File: src/rtl/image_slideshow_ctrl.sv
// Image slideshow sequencer: steps through NUM_IMAGES images on user pulses or a dwell
// timer, requesting a load for each new image and waiting for the loader's acknowledge.
module image_slideshow_ctrl #(
  parameter int NUM_IMAGES   = 4,
  parameter int IDX_W        = 2,
  parameter int DWELL_CYCLES = 100_000_000,
  parameter int CNT_W        = 27
) (
  input  logic             clk,
  input  logic             reset,
  input  logic             next_pulse,
  input  logic             prev_pulse,
  input  logic             auto_en,
  input  logic             load_done,
  output logic [IDX_W-1:0] image_index,
  output logic             load_req,
  output logic             showing
);

  typedef enum logic [1:0] {
    INIT = 2'd0,
    LOAD = 2'd1,
    SHOW = 2'd2
  } state_t;

  typedef enum logic [1:0] {
    PEND_NONE = 2'd0,
    PEND_FWD  = 2'd1,
    PEND_BACK = 2'd2
  } pend_t;

  state_t           state_r;
  pend_t            pend_r;
  logic [CNT_W-1:0] cnt_r;
  logic             step_s;
  logic             step_fwd_s;
  logic             expiry_s;

  function automatic logic [IDX_W-1:0] idx_fwd(input logic [IDX_W-1:0] idx);
    if (idx == IDX_W'(NUM_IMAGES - 1)) begin
      return {IDX_W{1'b0}};
    end else begin
      return idx + IDX_W'(1);
    end
  endfunction

  function automatic logic [IDX_W-1:0] idx_back(input logic [IDX_W-1:0] idx);
    if (idx == {IDX_W{1'b0}}) begin
      return IDX_W'(NUM_IMAGES - 1);
    end else begin
      return idx - IDX_W'(1);
    end
  endfunction

  // Step source selection for SHOW: pending > next > prev > dwell expiry
  always_comb begin
    step_s     = 1'b0;
    step_fwd_s = 1'b0;
    expiry_s   = auto_en && (cnt_r == CNT_W'(DWELL_CYCLES - 1));
    case (pend_r)
      PEND_FWD: begin
        step_s     = 1'b1;
        step_fwd_s = 1'b1;
      end
      PEND_BACK: begin
        step_s     = 1'b1;
        step_fwd_s = 1'b0;
      end
      default: begin
        if (next_pulse) begin
          step_s     = 1'b1;
          step_fwd_s = 1'b1;
        end else if (prev_pulse) begin
          step_s     = 1'b1;
          step_fwd_s = 1'b0;
        end else if (expiry_s) begin
          step_s     = 1'b1;
          step_fwd_s = 1'b1;
        end else begin
          step_s     = 1'b0;
          step_fwd_s = 1'b0;
        end
      end
    endcase
  end

  // Sequencer FSM with registered outputs, dwell counter and one-deep pending step
  always_ff @(posedge clk or negedge reset) begin
    if (!reset) begin
      state_r     <= INIT;
      pend_r      <= PEND_NONE;
      cnt_r       <= {CNT_W{1'b0}};
      image_index <= {IDX_W{1'b0}};
      load_req    <= 1'b0;
      showing     <= 1'b0;
    end else begin
      case (state_r)
        INIT: begin
          state_r  <= LOAD;
          load_req <= 1'b1;
          showing  <= 1'b0;
          cnt_r    <= {CNT_W{1'b0}};
        end
        LOAD: begin
          // Pulses during a load are remembered; the latest wins, next beats prev
          if (next_pulse) begin
            pend_r <= PEND_FWD;
          end else if (prev_pulse) begin
            pend_r <= PEND_BACK;
          end else begin
            pend_r <= pend_r;
          end
          if (load_done) begin
            state_r  <= SHOW;
            load_req <= 1'b0;
            showing  <= 1'b1;
            cnt_r    <= {CNT_W{1'b0}};
          end else begin
            state_r  <= LOAD;
          end
        end
        SHOW: begin
          if (step_s) begin
            image_index <= step_fwd_s ? idx_fwd(image_index) : idx_back(image_index);
            state_r     <= LOAD;
            load_req    <= 1'b1;
            showing     <= 1'b0;
            pend_r      <= PEND_NONE;
            cnt_r       <= {CNT_W{1'b0}};
          end else if (auto_en) begin
            cnt_r <= cnt_r + CNT_W'(1);
          end else begin
            cnt_r <= {CNT_W{1'b0}};
          end
        end
        default: begin
          state_r  <= INIT;
          pend_r   <= PEND_NONE;
          cnt_r    <= {CNT_W{1'b0}};
          load_req <= 1'b0;
          showing  <= 1'b0;
        end
      endcase
    end
  end

endmodule

File: config.mk
export PLATFORM = sky130hd
export DESIGN_NAME = image_slideshow_ctrl
export DESIGN_NICKNAME = d
export VERILOG_FILES = /design/src/rtl/image_slideshow_ctrl.sv
export SDC_FILE = /design/constraint.sdc
export NUM_CORES = 1
export LEC_CHECK = 0
export ABC_AREA = 1
export BUFFER_PORTS_ARGS = -buffer_cell sky130_fd_sc_hd__buf_4
export CORE_ASPECT_RATIO = 0.75
export CORE_MARGIN = 2
export CORE_UTILIZATION = 35
export CTS_BUF_LIST = sky130_fd_sc_hd__clkbuf_16
export CTS_CLUSTER_SIZE = 40
export DETAILED_ROUTE_END_ITERATION = 7
export SLEW_MARGIN = 10
export SYNTH_ARGS = -nofsm -noshare
export SYNTH_HDL_FRONTEND = slang
export SYNTH_SLANG_ARGS = --single-unit
File: constraint.sdc
create_clock -name clk -period 2.3 [get_ports clk]
set_input_delay 0.115 -clock clk [delete_from_list [all_inputs] [get_ports clk]]
set_output_delay 0.115 -clock clk [all_outputs]
set_load 0.005 [all_outputs]
==> results.txt, run 1 <==
prevailing post-synth register cell: dfrtp_1
CP arrival: 1.93 ns
vias in the first global route: 1,774
internal power: 1.28 mW
worst rel slew slack: 63.1%
CTS tree: built
worst hold slack: 0.0570 ns
router iterations before antenna repair: 4
fin crit share: 77.0%
CTS resizes: 0
Avg Cell Area, Syn: 7.23 sq um
Ports: 10
via count: 1,935
Tightest Pin Transition: 0.551 ns
Worst path most repeated cell: nor2_1
Yosys warning total: 0
Max rail drop VDD: 298 uV
total grt overflow: 0
crit path max fanout: 17
Final GP Congestion: 0.847
PortBufs: 9
first-pass GRT wire length: 8760 um
Layout Nets: 339
P_leak: 1.10 nW
initial antenna violation count: 0
met2 WL post-DR: 1950 um
Die Area: 7180 sq um
minimum clock period: 1.77 ns
Vias/cell: 4.71
pwr dens: 750 nW/um^2
status: finished clean
CORE AREA: 6290 sq um
CTS H-tree depth: 2
Post-synth ARST share: 100%
root buffer cell: clkbuf_16
die width: 97.2 um
post-synthesis sequential area ratio: 38.4%
critical-path cell list: ha_1 -> inv_1 -> nor2_1 -> nand2_2 -> nor2_4 -> a21boi_4 -> nand3_4 -> nand2_4 -> inv_4 -> nor2_1
Worst EP required: 2.46 ns
EDFF count, synth: 0
DP HPWL: 3750 um
CTS Hold Buffers Added: 1
CP Capture Type: register
Synth area leader: dfrtp_1
uppermost layer routed: met4
Mapped Area: 2280 sq um
met1 WL: 2870 um
combinational cell fraction of total power: 28.0%
critical path startpoint category: register
Layout area overhead: 12.8%
post-CTS setup-driven buffer insertion count: 0
syn_nets: 325
Max Clock Skew: 0.00594 ns
sequential power share: 37.9%
most common cell in the netlist: nand2_1
Initial Utilization: 36.2%
Peak Freq: 565 MHz
worst hold path class: primary input to register
Slew Viols, Final: 0
worst skew pair latency: 0.28 ns
post-synth cell types: 27
final WL: 5040 um
die height: 73.9 um
slowest stage delay, CP: 0.39 ns
clk buf depth: 2
top post-synthesis cells by area: dfrtp_1 (38%), nand2_1 (14%), nor2_1 (7.2%)
Remaining DRCs: 0
Rows: 25
WL/cell: 12.3 um
Sum Neg Setup Slack: 0 ns
final hold violation count: 0
#FFs+latches synth: 35
Finish-stage setup viols: 0
clk sinks: 35
post-synth top area share: 38.4%
Tot GR Track Use: 15.5%
clock power share: 34.1%
Synth top cells by count: nand2_1 (83), nor2_1 (44), inv_1 (41), dfrtp_1 (35), nand3_1 (23)
share of cells above drive strength 1: 14.5%
RSZ-0062 raised after global routing: false
Net Sw Power: 0.650 mW
DR iter-0 viols: 149
switch share: 33.7%
pin count of the biggest net entering global routing: 36
Met3 Routed Length: 175 um
number of diodes: 0
slowest stage cell on the critical path: dfrtp_1
Synth Instances: 315
Setup CP Type: register to register
CTS buffer count: 5
antenna-violating nets left: 0
MaxCap Viol Count: 0
Clk pin slew, worst setup/hold paths: 0.06 ns
kinds of logic (layout without fill, tap and decap cells):
group / count (synthesis) / count (layout) / synth area share [%]
XOR/XNOR: 13 / 13 / 5.00
AND/OR/NAND/NOR: 195 / 195 / 40.1
AO/OA/AOI/OAI: 21 / 21 / 5.38
flip-flops: 35 / 35 / 38.4
buffers and inverters: 47 / 62 / 8.90
adder cells (fa/ha/maj): 4 / 4 / 2.20
sequential cells by signal (all words and copies together) (netlist names):
name	flops
image_index	2
cnt_r	27
state_r	2
showing	1
load_req	1
pend_r	2
power groups by stage:
stage | sequential [mW] | clock (mW) | combinational (mW)
2_1_floorplan | 0.736 | 0 | 0.399
3_3_place_gp | 0.738 | 0 | 0.537
3_5_place_dp | 0.740 | 0 | 0.543
4_1_cts | 0.730 | 0.674 | 0.547
5_1_grt | 0.739 | 0.700 | 0.622
6_report | 0.730 | 0.657 | 0.540
final cells by class:
cell class,instances,area [sq um]
Clock buffer,5,125
Fill cell,639,3720
Inverter,42,160
Timing Repair Buffer,12,92.6
Clock inverter,3,15.0
Sequential cell,35,876
Multi-Input combinational cell,233,1200
Tap cell,81,101
per-stage QoR:
step           std cells  setup WS, ns  power [mW]  util [%]  cell area (sq um)
6_report             411         0.530        1.93      40.9               2570
5_1_grt              411         0.348        2.06      40.9               2570
4_1_cts              411         0.517        1.95      40.9               2570
3_5_place_dp         402         0.527        1.28      38.5               2420
3_3_place_gp         402         0.578        1.27      38.5               2420
2_1_floorplan        315         0.676        1.14         -               2280
worst paths after layout:
| check | start | to | slack, ns | depth (start not counted) |
|---|---|---|---|---|
| worst max-delay path | cnt_r[0]$_DFFE_PN0N_ | cnt_r[25]$_DFFE_PN0N_ | 0.53 | 10 |
| worst min-delay path | load_done | showing$_DFFE_PN0P_ | 0.06 | 3 |
| worst max register to register | cnt_r[0]$_DFFE_PN0N_ | cnt_r[25]$_DFFE_PN0N_ | 0.53 | 10 |
| worst min register to register | showing$_DFFE_PN0P_ | showing$_DFFE_PN0P_ | 0.48 | 2 |
| max in group asynchronous | reset | image_index[0]$_DFFE_PN0P_ | 1.63 | 2 |
| min in group asynchronous | reset | cnt_r[22]$_DFFE_PN0N_ | 0.33 | 2 |
layer usage:
metal / vias to the layer above / track usage, %
li1: 1020 / -
met1: 881 / 24.0
met2: 29 / 20.8
met3: 5 / 3.43
met4: 0 / 5.16
met5: - / 0
critical path: cells and delay by family, from the launching register on:
kind | cells | cell delay (ns)
AOI/OAI and AO/OA | 1 | 0.10
adders and majority gates | 1 | 0.20
DFF | 1 | 0.39
and+or+nand+nor | 6 | 0.67
buffers and inverters | 2 | 0.29
cells in the final DEF (no fill, tap or decap), drive strengths merged:
cell and instances:
nor2 57, nand3 26, o22ai 3, a21boi 1, dfrtp 35, or2 4, xnor2 1, nor4 1
clkinv 3, nor3 11, o21ai 17, inv 42, nand2 87, dlygate4sd3 1, nand4 9, ha 4
buf 11, xor2 12, clkbuf 5
(Power assumes the default switching activity.)
==> inputs of run 2 (changes only) <==
==> constraint.sdc (replaced) <==
create_clock -name clk -period 1.7 [get_ports clk]
set_input_delay 0.085 -clock clk [delete_from_list [all_inputs] [get_ports clk]]
set_output_delay 0.085 -clock clk [all_outputs]
set_load 0.005 [all_outputs]
==> run 2 against run 1 <==
Effect of this change: setup slack got worse by 0.49 ns; first-iteration DRC count decreased by 36%; hold slack got worse by 0.025 ns; wire length rose by 7.2%; critical path depth is 2 lower; non-clock buffer count up 21; clock-buffer cell count unchanged; final cell count grew 5.1%; critical path type unchanged; largest power group unchanged; highest routed layer unchanged.
==> results.txt, run 2 (same netlist as run 1, synthesis figures left out) <==
fin crit share: 97.5% (was 77.0%)
combinational cell fraction of total power: 31.9% (was 28.0%)
critical path's top delay family: simple AND/OR/NAND/NOR gates (unchanged)
die height: 73.9 um (unchanged)
Vias/cell: 4.65 (was 4.71)
share of cells above drive strength 1: 23.6% (was 14.5%)
CTS H-tree depth: 2 (unchanged)
Ports: 10 (unchanged)
CP Capture Type: register (unchanged)
Hold Path Depth: 3 (unchanged)
Fill cells: 625 (was 639)
Max Clock Skew: 0.00582 ns (was 0.00594 ns)
total grt overflow: 0 (unchanged)
WL/cell: 12.5 um (was 12.3 um)
clock power share: 31.9% (was 34.1%)
number of diodes: 0 (unchanged)
RSZ-0062 raised after global routing: true (was false)
sequential power share: 36.2% (was 37.9%)
clk buf depth: 2 (unchanged)
Layout area overhead: 23.2% (was 12.8%)
slowest stage delay, CP: 0.41 ns (was 0.39 ns)
DP HPWL: 4030 um (was 3750 um)
Net Sw Power: 0.916 mW (was 0.650 mW)
Initial Utilization: 36.2% (unchanged)
max reg flops: 27 (unchanged)
initial antenna violation count: 0 (unchanged)
worst skew pair latency: 0.28 ns (about the same)
router iterations before antenna repair: 4 (unchanged)
reg-to-reg slack, setup: 0.04 ns (was 0.53 ns)
Clk pin slew, worst setup/hold paths: 0.06 ns (about the same)
crit path max fanout: 17 (unchanged)
Layout Nets: 360 (was 339)
Reg2Reg Capture Point: cnt_r[21]$_DFFE_PN0N_ (was cnt_r[25]$_DFFE_PN0N_)
slowest stage cell on the critical path: dfrtp_1 (unchanged)
die width: 97.2 um (unchanged)
hold_sp: load_done (unchanged)
pwr dens: 967 nW/um^2 (was 750 nW/um^2)
worst hold path class: primary input to register (unchanged)
Setup CP Type: register to register (unchanged)
CTS buffer count: 5 (unchanged)
first-pass GRT wire length: 9180 um (was 8760 um)
Tightest Pin Transition: 0.468 ns (was 0.551 ns)
PortBufs: 9 (unchanged)
CTS tree: built (unchanged)
minimum clock period: 1.66 ns (was 1.77 ns)
P_leak: 1.23 nW (was 1.10 nW)
Tot GR Track Use: 16.1% (was 15.5%)
Top reg by flops: cnt_r (unchanged)
switch share: 33.7% (about the same)
critical-path cell list: ha_4 -> inv_1 -> nor3_4 -> a21boi_4 -> nand3_4 -> nand2_4 -> inv_8 -> nor2_1 (was ha_1 -> inv_1 -> nor2_1 -> nand2_2 -> nor2_4 -> a21boi_4 -> nand3_4 -> nand2_4 -> inv_4 -> nor2_1)
MaxCap Viol Count: 0 (unchanged)
worst hold endpoint: showing$_DFFE_PN0P_ (unchanged)
Slew Viols, Final: 0 (unchanged)
Die Area: 7180 sq um (unchanged)
total power: 2.72 mW (was 1.93 mW)
via count: 2,007 (was 1,935)
CORE AREA: 6290 sq um (unchanged)
antenna-violating nets left: 0 (unchanged)
worst path buffer plus inverter count: 2 (unchanged)
Max rail drop VDD: 512 uV (was 298 uV)
Peak Freq: 603 MHz (was 565 MHz)
critical path startpoint category: register (unchanged)
commonest cells after routing, fill and taps aside: nand2_1 (82), inv_1 (43), nor2_1 (37) (was nand2_1 (83), nor2_1 (44), inv_1 (41))
Final GP Congestion: 0.884 (was 0.847)
pin count of the biggest net entering global routing: 36 (unchanged)
Rows: 25 (unchanged)
commonest non-fill, non-tap cell in the layout: nand2_1 (unchanged)
internal power: 1.80 mW (was 1.28 mW)
R2R depth: 8 (was 10)
Finish-stage setup viols: 0 (unchanged)
worst rel slew slack: 68.8% (was 63.1%)
DR iter-0 viols: 95 (was 149)
CP arrival: 1.86 ns (was 1.93 ns)
status: finished clean (unchanged)
vias in the first global route: 1,913 (was 1,774)
Worst R2R Start: pend_r[0]$_DFFE_PN0P_ (was cnt_r[0]$_DFFE_PN0N_)
final WL: 5400 um (was 5040 um)
Sum Neg Setup Slack: 0 ns (unchanged)
final hold violation count: 0 (unchanged)
Remaining DRCs: 0 (unchanged)
clk sinks: 35 (unchanged)
Worst EP required: 1.91 ns (was 2.46 ns)
root buffer cell: clkbuf_16 (unchanged)
-- run 2: worst max path at each step --
stage                                startpoint                     to  slack [ns]  cells past startpoint
after floorplan           pend_r[0]$_DFFE_PN0P_   cnt_r[5]$_DFFE_PN0N_        0.08                      9
after global placement    pend_r[0]$_DFFE_PN0P_  cnt_r[25]$_DFFE_PN0N_        0.05                      8
after detailed placement  pend_r[0]$_DFFE_PN0P_   cnt_r[9]$_DFFE_PN0N_      -0.005                      8
after CTS                  cnt_r[1]$_DFFE_PN0N_  pend_r[1]$_DFFE_PN0P_        0.01                     10
after global routing       cnt_r[2]$_DFFE_PN0N_  cnt_r[13]$_DFFE_PN0N_       -0.04                      7
final                     pend_r[0]$_DFFE_PN0P_  cnt_r[21]$_DFFE_PN0N_        0.04                      8
-- run 2: repair_timing --
action,in CTS,in global routing
endpoints found under the setup margin,11,31
hold buffers,1,0
buffers inserted,0,2
pin swaps,0,2
hold endpoints to repair,35,0
resized for setup,2,21
-- run 2: cell type report --
| class | instances | area (sq um) | area share (%) |
|---|---|---|---|
| repair buffers | 33 | 250 | 8.91 |
| flip-flops and latches | 35 | 878 | 31.3 |
| inverters | 42 | 165 | 5.88 |
| clock inverters | 3 | 12.5 | 0.446 |
| multi-input cells | 233 | 1270 | 45.4 |
| well taps | 81 | 101 | 3.61 |
| clock buffers | 5 | 125 | 4.46 |
-- run 2: worst register-to-register path, cell delays in order, from the launching register on --
cell,delay (ns)
dfrtp_1,0.41
ha_4,0.28
inv_1,0.06
nor3_4,0.13
a21boi_4,0.28
nand3_4,0.13
nand2_4,0.10
inv_8,0.07
nor2_1,0.11
-- run 2: power groups by stage --
stage / registers (mW) / clock network [mW] / logic, mW
after floorplan: 0.996 / 0 / 0.540
after global placement: 0.989 / 0 / 0.783
after detailed placement: 0.994 / 0 / 0.792
after CTS: 0.979 / 0.884 / 0.810
after global routing: 0.996 / 0.911 / 0.986
final: 0.984 / 0.866 / 0.867
-- run 2: per-stage QoR --
stage / instance area, sq um / std cells / util [%] / hold slack (ns) / setup slack [ns]
floorplan: 2280 / 315 / - / -0.211 / 0.0765
global placement: 2560 / 421 / 40.8 / 0.0740 / 0.0537
detailed placement: 2560 / 421 / 40.8 / 0.0808 / -0.00518
CTS: 2720 / 430 / 43.2 / 0.0317 / 0.0115
global route: 2810 / 432 / 44.7 / 0.0473 / -0.0377
finish: 2810 / 432 / 44.7 / 0.0322 / 0.0428
-- run 2: metal layers --
layer  wire length, um  global-route usage (%)  vias to the layer above
met5                 0                       0                        -
met4                53                    4.07                        0
met3               267                    3.24                        8
met2              2150                    23.3                       31
met1              2930                    24.3                      905
li1                  -                       -                     1063
